<file path="config.mk">
export PLATFORM = sky130hd
export DESIGN_NAME = sequenciador_notas
export DESIGN_NICKNAME = d
export VERILOG_FILES = /design/src/rtl/sequenciador_notas_pkg.sv /design/src/rtl/sequenciador_notas_contador.sv /design/src/rtl/sequenciador_notas.sv
export SDC_FILE = /design/constraint.sdc
export NUM_CORES = 1
export LEC_CHECK = 0
export BUFFER_PORTS_ARGS = -buffer_cell sky130_fd_sc_hd__buf_2
export CORE_MARGIN = 2
export CORE_UTILIZATION = 48
export DETAILED_ROUTE_END_ITERATION = 8
export PLACE_DENSITY = 0.74
export SLEW_MARGIN = 30
export SYNTH_ARGS = -nofsm -noshare
export SYNTH_HDL_FRONTEND = slang
export SYNTH_SLANG_ARGS = --single-unit
</file>
<file path="constraint.sdc">
create_clock -name clock -period 3.4 [get_ports clock]
set_clock_uncertainty 0.05 [all_clocks]
set_input_delay 0.34 -clock clock [delete_from_list [all_inputs] [get_ports clock]]
set_output_delay 0.34 -clock clock [all_outputs]
set_load 0.02 [all_outputs]
</file>
<file path="src/rtl/sequenciador_notas_pkg.sv">
// Shared note codes and FSM encodings for the note sequencer and the buzzer.
// Latency: n/a (definitions only). Backpressure: n/a.
package sequenciador_notas_pkg;

    localparam logic [3:0] NOTA_SILENCIO = 4'b0000;
    localparam logic [3:0] NOTA_SOL      = 4'b0001;
    localparam logic [3:0] NOTA_LA       = 4'b0010;
    localparam logic [3:0] NOTA_SI       = 4'b0100;
    localparam logic [3:0] NOTA_DO       = 4'b1000;

    localparam int         NUM_SLOTS = 16;
    localparam logic [4:0] TAM_MAX   = 5'd16;

    typedef enum logic [1:0] {
        OCIOSO = 2'd0,
        TOCA   = 2'd1,
        PAUSA  = 2'd2,
        FIM    = 2'd3
    } estado_t;

    function automatic logic eh_one_hot(input logic [3:0] n);
        return (n != 4'd0) && ((n & (n - 4'd1)) == 4'd0);
    endfunction

endpackage

</file>
<file path="src/rtl/sequenciador_notas_contador.sv">
// Duration counter: counts while enabled, flags the cycle it reaches limite.
// Latency: fim is combinational on the current count. Backpressure: none.
module contador_m #(
    parameter int W = 4
) (
    input  logic         clock,
    input  logic         reset,
    input  logic         zera_s,
    input  logic         conta,
    input  logic [W-1:0] limite,
    output logic         fim
);

    logic [W-1:0] valor;

    always_ff @(posedge clock or posedge reset) begin
        if (reset)
            valor <= '0;
        else if (zera_s)
            valor <= '0;
        else if (conta)
            valor <= valor + 1'b1;
    end

    assign fim = conta && (valor == limite);

endmodule

</file>
<file path="src/rtl/sequenciador_notas.sv">
// Plays up to 16 stored one-hot notes with fixed note/pause durations.
// Latency: first note one cycle after iniciar. Backpressure: none; parar aborts.
module sequenciador_notas
    import sequenciador_notas_pkg::*;
#(
    parameter int CLOCK_FREQ   = 50000000,
    parameter int DUR_NOTA_MS  = 500,
    parameter int DUR_PAUSA_MS = 100
) (
    input  logic       clock,
    input  logic       reset,
    input  logic       iniciar,
    input  logic       parar,
    input  logic       escrever,
    input  logic [3:0] endereco,
    input  logic [3:0] nota_in,
    input  logic [4:0] tamanho,
    output logic [3:0] seletor,
    output logic       conta,
    output logic       tocando,
    output logic       fim
);

    localparam int DN   = CLOCK_FREQ / 1000 * DUR_NOTA_MS;
    localparam int DP   = CLOCK_FREQ / 1000 * DUR_PAUSA_MS;
    localparam int DMAX = (DN > DP) ? DN : DP;
    localparam int TW   = $clog2(DMAX + 1);

    localparam logic [TW-1:0] LIM_NOTA   = TW'(DN - 1);
    localparam logic [TW-1:0] LIM_PAUSA  = TW'((DP > 0) ? DP - 1 : 0);
    localparam logic          SEM_PAUSA  = (DP == 0);

    estado_t       estado, prox;
    logic [3:0]    mem [NUM_SLOTS];
    logic [3:0]    indice;
    logic [4:0]    tam;
    logic [4:0]    tam_pedido;
    logic [3:0]    nota_atual;
    logic          ultimo;
    logic          avanca;
    logic          fim_t;
    logic          conta_t;
    logic          zera_t;
    logic [TW-1:0] limite;

    assign tam_pedido = (tamanho > TAM_MAX) ? TAM_MAX : tamanho;
    assign nota_atual = mem[indice];
    assign ultimo     = ({1'b0, indice} == (tam - 5'd1));

    // Timer is held at zero outside timed states so every TOCA/PAUSA entry starts at 0.
    assign conta_t = (estado == TOCA) || (estado == PAUSA);
    assign zera_t  = !conta_t || fim_t || parar;
    assign limite  = (estado == PAUSA) ? LIM_PAUSA : LIM_NOTA;

    contador_m #(.W(TW)) u_timer (
        .clock  (clock),
        .reset  (reset),
        .zera_s (zera_t),
        .conta  (conta_t),
        .limite (limite),
        .fim    (fim_t)
    );

    always_ff @(posedge clock or posedge reset) begin
        if (reset) begin
            for (int i = 0; i < NUM_SLOTS; i++)
                mem[i] <= NOTA_SILENCIO;
        end else if (estado == OCIOSO && escrever) begin
            mem[endereco] <= nota_in;
        end
    end

    assign avanca = !parar && fim_t &&
                    ((estado == PAUSA) || (estado == TOCA && !ultimo && SEM_PAUSA));

    always_ff @(posedge clock or posedge reset) begin
        if (reset) begin
            indice <= 4'd0;
            tam    <= 5'd0;
        end else if (estado == OCIOSO) begin
            indice <= 4'd0;
            if (iniciar)
                tam <= tam_pedido;
        end else if (avanca) begin
            indice <= indice + 4'd1;
        end
    end

    always_ff @(posedge clock or posedge reset) begin
        if (reset)
            estado <= OCIOSO;
        else
            estado <= prox;
    end

    always_comb begin
        prox = estado;
        case (estado)
            OCIOSO: begin
                if (iniciar)
                    prox = (tam_pedido == 5'd0) ? FIM : TOCA;
            end
            TOCA: begin
                if (parar)
                    prox = OCIOSO;
                else if (fim_t) begin
                    if (ultimo)
                        prox = FIM;
                    else if (!SEM_PAUSA)
                        prox = PAUSA;
                    else
                        prox = TOCA;
                end
            end
            PAUSA: begin
                if (parar)
                    prox = OCIOSO;
                else if (fim_t)
                    prox = TOCA;
            end
            FIM:     prox = OCIOSO;
            default: prox = OCIOSO;
        endcase
    end

    always_comb begin
        seletor = NOTA_SILENCIO;
        conta   = 1'b0;
        tocando = (estado != OCIOSO);
        fim     = 1'b0;
        case (estado)
            TOCA: begin
                if (eh_one_hot(nota_atual)) begin
                    seletor = nota_atual;
                    conta   = 1'b1;
                end
            end
            FIM:     fim = 1'b1;
            default: ;
        endcase
    end

endmodule
</file>
After elaboration in Yosys (flattened, before gate mapping)
Index checks and enable logic that the tools add are counted.
{"block": "classes", "add_sub_neg": 4, "order_cmp": 4, "eq_ne": 8, "mux": 25, "bitwise": 3, "reduce_logical": 20}
{"cell": "2-to-1 mux 25 bit", "count": 3}
{"cell": "bitwise mux 64 bit", "count": 1}
{"cell": "2-to-1 mux 4 bit", "count": 7}
{"cell": "adder 25 x 1 -> 25 bit (second input constant)", "count": 1}
{"cell": "== test 25 bit", "count": 1}
{"cell": "binary-select mux 4 bit (select 4 bit)", "count": 1}
{"cell": "demux 4 bit (select 4 bit)", "count": 1}
{"cell": "2-to-1 mux 2 bit", "count": 6}
{"cell": "greater-or-equal comparator 5 bit (second input constant)", "count": 2}
{"cell": "inverter 4 -> 5 bit", "count": 2}
{"cell": "case mux 2 bit (4 select lines)", "count": 1}
{"cell": "logical AND 1 bit", "count": 6}
{"cell": "inequality test 3 bit (second input constant)", "count": 2}
{"cell": "nonzero test 2 bit", "count": 3}
{"cell": "== test 4 x 5 -> 1 bit", "count": 1}
{"cell": "greater-than comparator 5 bit (second input constant)", "count": 1}
{"cell": "logical NOT 5 bit", "count": 1}
{"cell": "< comparator 5 x 1 -> 1 bit (second input constant)", "count": 1}
{"cell": "2-to-1 mux 5 bit", "count": 1}
{"cell": "subtractor 5 x 1 -> 5 bit (second input constant)", "count": 1}
{"cell": "adder 4 x 1 -> 4 bit (second input constant)", "count": 1}
{"cell": "bitwise AND 4 bit", "count": 1}
{"cell": "== test 2 bit (second input constant)", "count": 2}
{"cell": "logical NOT 4 bit", "count": 1}
{"cell": "10 further kinds", "count": 16}
{"block": "totals", "regBits": 100, "in_bits": 18, "output_inout_bits": 7, "word_cells": 84}

Longest topological paths before layout
Gate-level depths: netlist of run 1.
{"block": "logic_depth", "depth_word": 10, "depth_mapped": 9, "ltp_nobuf": 8}

Cells and area by module
A second synthesis of run 1 with hierarchy kept.
{"block": "hier_totals", "cells_unflattened": 461, "hier_area_um2": 5383.9}
{"mod": "sequenciador_notas", "instances": 1, "cells_each": 294, "area_per_inst_um2": 3793.6, "seq_area_each_um2": 1876.8}
{"mod": "contador_m", "instances": 1, "cells_each": 167, "area_per_inst_um2": 1590.3, "seq_area_each_um2": 625.6}

Worst setup path after synthesis of run 1
Ideal clock, no wire load.
{"block": "synth_timing", "path_kind": "register to output", "startpoint": "reg indice[0]", "endpoint": "out seletor[1]", "t_arrival_ns": 2.180, "required_time_ns": 3.010, "setup_slack_ns": 0.830, "path_stages_with_launch": 7, "n_path_buf": 2, "cell_sequence": "dfrtp_1 -> buf_6 -> buf_12 -> mux4_2 -> a22oi_1 -> nand2_2 -> nor4_1"}
{"block": "synth_via", "elab_chain_len": 10, "word_cells_on_any_way": 11, "cone_classes": "add/sub: 1; mux: 5; bitwise: 2; reduce/logical: 3"}
{"element": "start, declared", "line_no": "sequenciador_notas.sv:35", "source": "logic [3:0] indice;"}
{"element": "start signal, assigned", "line_no": "sequenciador_notas.sv:85", "source": "indice <= indice + 4'd1;"}
{"element": "inverter 4 -> 5 bit (not written as such) (*)", "line_no": "sequenciador_notas.sv:47", "source": "assign nota_atual = mem[indice];"}
{"element": "binary-select mux 4 bit (select 4 bit) (*)", "line_no": "sequenciador_notas.sv:47"}
{"element": "2-to-1 mux 4 bit (not written as such) (*) (2 in series)", "line_no": "sequenciador_notas.sv:47"}
{"element": "subtractor 4 x 1 -> 4 bit", "line_no": "sequenciador_notas_pkg.sv:22", "source": "return (n != 4'd0) && ((n & (n - 4'd1)) == 4'd0);"}
{"element": "bitwise AND 4 bit", "line_no": "sequenciador_notas_pkg.sv:22"}
{"element": "logical NOT 4 bit", "line_no": "sequenciador_notas_pkg.sv:22"}
{"element": "logical AND 1 bit", "line_no": "sequenciador_notas_pkg.sv:22"}
{"element": "2-to-1 mux 4 bit (*)", "line_no": "sequenciador_notas.sv:133", "source": "if (eh_one_hot(nota_atual)) begin"}
{"element": "2-to-1 mux 4 bit (*)", "line_no": "sequenciador_notas.sv:131", "source": "case (estado)"}
{"element": "end, declared", "line_no": "sequenciador_notas.sv:18", "source": "output logic [3:0] seletor,"}
Mark *: on every way between the ends. The rest lies on a longest branch, timed or not. The select of a mux whose other input is x is not followed.

Final worst setup path of run 1
{"block": "layout_timing", "startpoint": "reg indice[0]", "endpoint": "out conta"}
{"block": "layout_via", "elab_chain_len": 10, "word_cells_on_any_way": 11, "cone_classes": "add/sub: 1; mux: 5; bitwise: 2; reduce/logical: 3"}
{"element": "inverter 4 -> 5 bit (not written as such) (*)", "line_no": "sequenciador_notas.sv:47"}
{"element": "binary-select mux 4 bit (select 4 bit) (*)", "line_no": "sequenciador_notas.sv:47"}
{"element": "2-to-1 mux 4 bit (not written as such) (*) (2 in series)", "line_no": "sequenciador_notas.sv:47"}
{"element": "subtractor 4 x 1 -> 4 bit", "line_no": "sequenciador_notas_pkg.sv:22"}
{"element": "bitwise AND 4 bit", "line_no": "sequenciador_notas_pkg.sv:22"}
{"element": "logical NOT 4 bit", "line_no": "sequenciador_notas_pkg.sv:22"}
{"element": "logical AND 1 bit (*)", "line_no": "sequenciador_notas_pkg.sv:22"}
{"element": "2-to-1 mux 1 bit (*)", "line_no": "sequenciador_notas.sv:133"}
{"element": "2-to-1 mux 1 bit (*)", "line_no": "sequenciador_notas.sv:131"}
{"element": "end, declared", "line_no": "sequenciador_notas.sv:19", "source": "output logic conta,"}
Marks and branches as above.

==> results of run 1 <==
-- placed cells by master, fill, tap and decap left out, types with 3 or more instances in the layout --
master,netlist,layout
clkbuf_8,0,10
nor2_1,53,53
ha_1,7,7
nor2b_1,4,3
nand2b_1,8,8
a221oi_1,6,6
inv_1,12,11
buf_4,1,4
a21oi_1,4,4
and3_1,3,3
nand2_1,20,20
or4_1,3,3
mux4_2,8,8
nand3_1,16,16
o21ai_0,7,7
and4_1,4,4
nor3_1,3,3
xnor2_1,11,11
dfrtp_1,100,99
mux2_2,65,65
xor2_1,19,19
buf_2,6,24
mux2i_1,18,18
nor4_1,6,6
nand4_1,4,4
and2_1,3,3
-- path summary, 6_finish.rpt --
check / startpoint / to / slack (ps) / cells after the start
max: indice[0]$_DFFE_PP0P_ / conta / 220 / 7
min: tamanho[1] / tam[1]$_DFFE_PP0P_ / 190 / 3
max reg2reg: estado[1]$_DFFE_PP0P_ / mem[14]$_DFFE_PP0P_ / 1080 / 6
min reg2reg: u_timer.valor[0]$_DFFE_PP0P_ / u_timer.valor[0]$_DFFE_PP0P_ / 440 / 1
max in group asynchronous: reset / mem[32]$_DFFE_PP0P_ / 1980 / 4
min in group asynchronous: reset / mem[23]$_DFFE_PP0P_ / 500 / 3
-- metal layers --
metal	global-route usage [%]	wire length (um)
met3	5.39	426
met4	6.41	129
met1	27.0	5020
met2	30.1	4890
met5	0	0
-- logic make-up after synthesis --
logic type / after synthesis
fa+ha+maj: 7
compound gates: 35
xor+xnor: 30
flops: 100
buf+inv: 33
simple gates: 143
mux: 91
-- report_power, final --
part	internal [mW]	total, mW	switching (mW)
logic	0.584	1.14	0.556
registers	1.60	1.84	0.243
clock network	0.291	0.709	0.418
total	2.47	3.69	1.22
-- stage by stage --
stage	cell area [sq um]	cells	worst slack, ps	power, mW
finish	5550	600	220	3.69
global route	5550	600	91.6	3.92
CTS	5550	600	41.8	3.71
detailed placement	5360	583	456	3.00
global placement	5360	583	656	2.93
floorplan	5130	439	391	2.67
-- sequential cells by signal, indices dropped and copies added (netlist names) --
| signal | count |
|---|---|
| tam | 5 |
| indice | 4 |
| u_timer.valor | 25 |
| estado | 2 |
| mem | 64 |
-- layout make-up --
cell class / instances / area (sq um)
Sequential cell: 100 / 2500
Tap cell: 136 / 170
Inverter: 12 / 47.5
Multi-Input combinational cell: 306 / 2470
Fill cell: 912 / 4820
Timing Repair Buffer: 30 / 180
Clock buffer: 12 / 145
Clock inverter: 4 / 32.5
-- tightest hold or removal path: stages --
cell	delay [ps]
buf_2	100
nand2b_1	60
o21ai_0	70
-- repair_timing --
| item | 4_1_cts | 5_1_grt |
|---|---|---|
| hold buffers | 1 | 0 |
| gates resized for setup | 0 | 2 |
| endpoints found under the hold margin | 38 | 0 |
| endpoints found under the setup margin | 0 | 4 |
==> flow_summary_export.csv, run 1 <==
group,metric,value,unit
status,status,"completed",
synth,syn_nets,464,
synth,ys_warn_count,0,
drt,first_pass_iters,4,
layout,nets,484,
drt,wl_per_cell,17.4,um
synth,yosys.cell_types.count,53,
timing,finalSetupViolCount,0,
die,ios,25,
drt,routed_via_density,5.69,
timing,layout_min_cycle_time,3180,ps
synth,ys.flop_type,"dfrtp_1",
synth,synth_area,5130,sq um
clocking,clock_sinks,100,
grt,grt_antenna_before_repair,0,
grt,grt_pass1_wl,17.3,mm
layout,area_growth,8.20,%
job,cap_violations,0,
timing,rsz0062_at_grt,"false",
timing,finalCritPeriodShare,93.5,%
power_and_ir_drop,power.density,665,nW/um^2
timing,worst_pin_slew,848,ps
die,die_h,107,um
layout,utilization,53.5,%
timing,clock.fmax,314,MHz
synth,synth_xor_area_share,5.12,%
synth,muxShareOfSynthArea,21.3,%
setup_path,path_cells,"buf_12 > mux4_2 > a22o_1 > or2_1 > nor4b_2 > o31a_1 > buf_2",
synth,yosysMostFrequentCell,"dfrtp_1",
clocking,cts.path.max_buffers,2,
timing,whs,188,ps
die,core,10400,sq um
setup_path,required,3010,ps
power_and_ir_drop,p_leak,2.39,nW
timing,drv_slew,0,
setup_path,critPathTopFamily,"simple AND/OR/NAND/NOR gates",
setup_path,crit_buf_inv,2,
layout,post_route_cells_drive_above_1_share,27.6,%
timing,hold_violations,0,
timing,slew_headroom,43.0,%
setup_path,path_class,"flip-flop to output port",
synth,synth_edf_count,0,
setup_path,startpoint_type,"flip-flop",
clocking,cts.htree.levels,3,
clocking,clkSlewWorstSetupHoldPaths,100,ps
die,fp-row-count,37,
drt,drt_wl_total,10.5,mm
die,initial_core_util,49.5,%
clocking,worstSkewPairLatency,370,ps
drt,ant_nets,0,
clocking,cts_made_buffers,9,
setup_path,critPathSlowestCell,"mux4_2",
die,fp.dieW,107,um
place,dp.final_hpwl,7.49,mm
synth,synth_fa_ha_area_share,1.71,%
setup_path,end_kind,"output port",
timing,final.setup.tns,0,ps
drt,drc,0,
clocking,cts_tree,"yes",
place,routabilityCongestion,0.829,
synth,ys_top_cells_by_area,"dfrtp_1 49%, mux2_2 14%, nor2_1 3.9%, mux2i_1 3.5%, mux4_2 3.5%",
setup_path,crit_fanout,27,
setup_path,critPathArrivalTime,2790,ps
die,design.die.area,11500,sq um
synth,synthTopCellsByCount,"100 x dfrtp_1, 65 x mux2_2, 53 x nor2_1, 20 x nand2_1, 19 x xor2_1",
hold_path,min_path_type,"primary input to flip-flop",
grt,grt_max_degree,41,
synth,synth_top_area_share,48.8,%
grt,grt_pass1_vias,3427,
grt,grtUsageTotal,19.6,%
synth,synth_top_family_by_area,"multiplexers",
synth,syn_inst,439,
clocking,clockRootBuffer,"clkbuf_8",
place,portBuffers,24,
synth,ys_seq_elements,100,
synth,synth_top_area_cell,"dfrtp_1",
synth,synthSimpleGateAreaFrac,14.6,%
synth,async_flop_share,100,%
setup_path,slowest_delay,550,ps
clocking,cts_setup_buffers,0,
synth,synth_compound_area_share,5.42,%
power_and_ir_drop,irDropWorstVdd,0.479,mV
synth,syn_area_per_cell,11.7,sq um
synth,yosysSeqAreaShare,48.8,%
drt,drt_iter0_markers,172,
grt,grt-ovfl-total,0,
drt,vias,3412,
layout,antenna_cells,0,
(Power assumes the default switching activity.)
==> inputs of run 2 (changes only) <==
- PLACE_DENSITY: 0.74 -> 0.76
- clock period: 3.4 -> 2.6 ns (I/O delays scaled with it)
==> run 2 against run 1 <==
Compared with the run above:
- the flow now finishes with violations (negative setup slack)
- sequential power rose by 32%
- register-to-register slack got worse by 860 ps
- global-route usage rose by 0.25 points
- critical path depth did not move
- sequential share of layout area fell by 1.6 points
- worst hold slack got worse by 82 ps
- clock power rose by 54%
- count of clock-buffer cells in the layout fell by 2
- power rose by 38%
- largest power group unchanged
==> flow_summary_export.csv, run 2 (synthesis gave the netlist of run 1 again) <==
group,metric,value,unit
status,status,"complete, but fails checks",
status,failed_checks,"negative setup slack",
power_and_ir_drop,swShare,31.6,%
setup_path,startpoint_type,"flip-flop",
drt,wl_per_cell,17.3,um
layout,nets,491,
timing,worst_pin_slew,518,ps
die,fp-row-count,37,
drt,drt_wl_total,10.5,mm
timing,rsz0062_at_grt,"true",
job,cap_violations,0,
setup_path,critPathArrivalTime,2630,ps
die,core,10400,sq um
layout,reg_top3,"mem: 64 flops, u_timer.valor: 25 flops, tam: 5 flops",
drt,first_pass_iters,4,
place,routabilityCongestion,0.836,
clocking,cts_made_buffers,9,
timing,hold_violations,0,
power_and_ir_drop,p_leak,2.47,nW
power_and_ir_drop,power.density,884,nW/um^2
grt,grt_pass1_wl,17.5,mm
power_and_ir_drop,irDropWorstVdd,0.619,mV
layout,utilization,55.5,%
die,ios,25,
timing,layout_min_cycle_time,2940,ps
power_and_ir_drop,pwr-share-seq,47.6,%
timing,finalSetupViolCount,5,
timing,setup_ws,-340,ps
timing,slew_headroom,65.5,%
die,design.die.area,11500,sq um
power_and_ir_drop,p_comb_share,31.0,%
layout,post_route_cells_drive_above_1_share,30.3,%
timing,final.setup.tns,-1320,ps
layout,area_growth,12.2,%
power_and_ir_drop,p_int,3.48,mW
hold_path,min_to,"tam[0]$_DFFE_PP0P_",
layout,final_common_cell,"dfrtp_1",
hold_path,min_path_type,"primary input to flip-flop",
grt,grt_max_degree,101,
setup_path,required,2290,ps
grt,grt_antenna_before_repair,0,
place,portBuffers,24,
clocking,clkSlewWorstSetupHoldPaths,80,ps
drt,drc,0,
clocking,clock_sinks,100,
timing,drv_slew,0,
place,dp.final_hpwl,7.32,mm
layout,regMostFlops,"mem",
layout,final_cell_mix,"100 x dfrtp_1, 65 x mux2_2, 51 x nor2_1",
die,fp.dieW,107,um
timing,clock.fmax,340,MHz
setup_path,r2r-end,"indice[0]$_DFFE_PP0P_",
setup_path,path_class,"flip-flop to output port",
drt,drt_iter0_markers,245,
layout,antenna_cells,0,
grt,grt-ovfl-total,0,
hold_path,min_from,"tamanho[0]",
clocking,worstSkewPairLatency,380,ps
clocking,cts.htree.levels,3,
die,die_h,107,um
setup_path,end_kind,"output port",
hold_path,worstHoldPathCells,3,
drt,routed_via_density,5.70,
clocking,cts_tree,"yes",
grt,grt_pass1_vias,3415,
drt,vias,3449,
setup_path,crit_fanout,5,
layout,largest_register_ffs,64,
clocking,cts.path.max_buffers,2,
setup_path,r2r_start,"estado[0]$_DFFE_PP0P_",
timing,finalCritPeriodShare,113,%
grt,grtUsageTotal,19.8,%
clocking,clockRootBuffer,"clkbuf_8",
power_and_ir_drop,clkPwrFrac,21.4,%
drt,ant_nets,0,
setup_path,worst-r2r-setup-slack,220,ps
power_and_ir_drop,p_switching,1.61,mW
setup_path,rr_worst_depth,8,
die,initial_core_util,49.5,%
run 2: changes by cell type in the layout (fill, tap and decap cells not counted), sizes merged:
| cell | previous run | this run |
|---|---|---|
| clkbuf | 12 | 10 |
| inv | 13 | 12 |
| clkinvlp | 2 | 1 |
| bufinv | 0 | 2 |
| buf | 29 | 36 |
run 2: how the worst max path moves through the flow:
stage | slack (ps) | cells past startpoint | to | start
after floorplan | 110 | 6 | seletor[1] | indice[0]$_DFFE_PP0P_
after global placement | 90 | 8 | conta | indice[0]$_DFFE_PP0P_
after detailed placement | 10 | 7 | conta | indice[2]$_DFFE_PP0P_
after CTS | -340 | 8 | conta | indice[0]$_DFFE_PP0P_
after global routing | -470 | 8 | conta | indice[0]$_DFFE_PP0P_
final | -340 | 7 | conta | indice[0]$_DFFE_PP0P_
run 2: what timing repair did:
action | in CTS | in global routing
resized for setup | 7 | 14
hold buffers | 1 | 0
endpoints found under the setup margin | 5 | 5
pin swaps | 5 | 8
hold endpoints to repair | 89 | 0
buffers inserted | 3 | 1
run 2: area by class of cell:
cell class | count | area [sq um]
Fill cell | 850 | 4620
Multi-Input combinational cell | 306 | 2520
Sequential cell | 100 | 2500
Timing Repair Buffer | 37 | 304
Tap cell | 136 | 170
Clock buffer | 10 | 138
Clock inverter | 4 | 73.8
Inverter | 12 | 48.8
run 2: metal layers:
metal,vias up,global-route usage [%],share of wire (%)
li1,1613,-,-
met1,1756,27.5,47
met2,70,30.2,48
met3,10,4.48,4.4
met4,0,8.06,1.3
met5,-,0,0
run 2: power groups by stage:
stage	combinational, mW	clock (mW)	sequential, mW
global placement	1.39	0	2.43
floorplan	1.17	0	2.32
global route	1.72	1.18	2.48
finish	1.58	1.09	2.42
CTS	1.50	1.12	2.42
detailed placement	1.46	0	2.45
run 2: per-stage QoR:
step                setup WS [ps]  total power [mW]  cells  hold slack, ps  cell area [sq um]
CTS                          -336              5.05    604            87.1               5690
global placement             92.7              3.82    586             398               5390
global route                 -466              5.38    605             105               5750
floorplan                     110              3.49    439             358               5130
finish                       -340              5.09    605             106               5750
detailed placement           13.5              3.91    586             406               5390
run 2: worst max-delay path, stage by stage (launching register included):
cell and delay (ps):
dfrtp_1 440, buf_12 150, mux4_2 500, a22o_1 260
o211ai_1 310, a211oi_2 110, o31a_1 340, buf_6 140
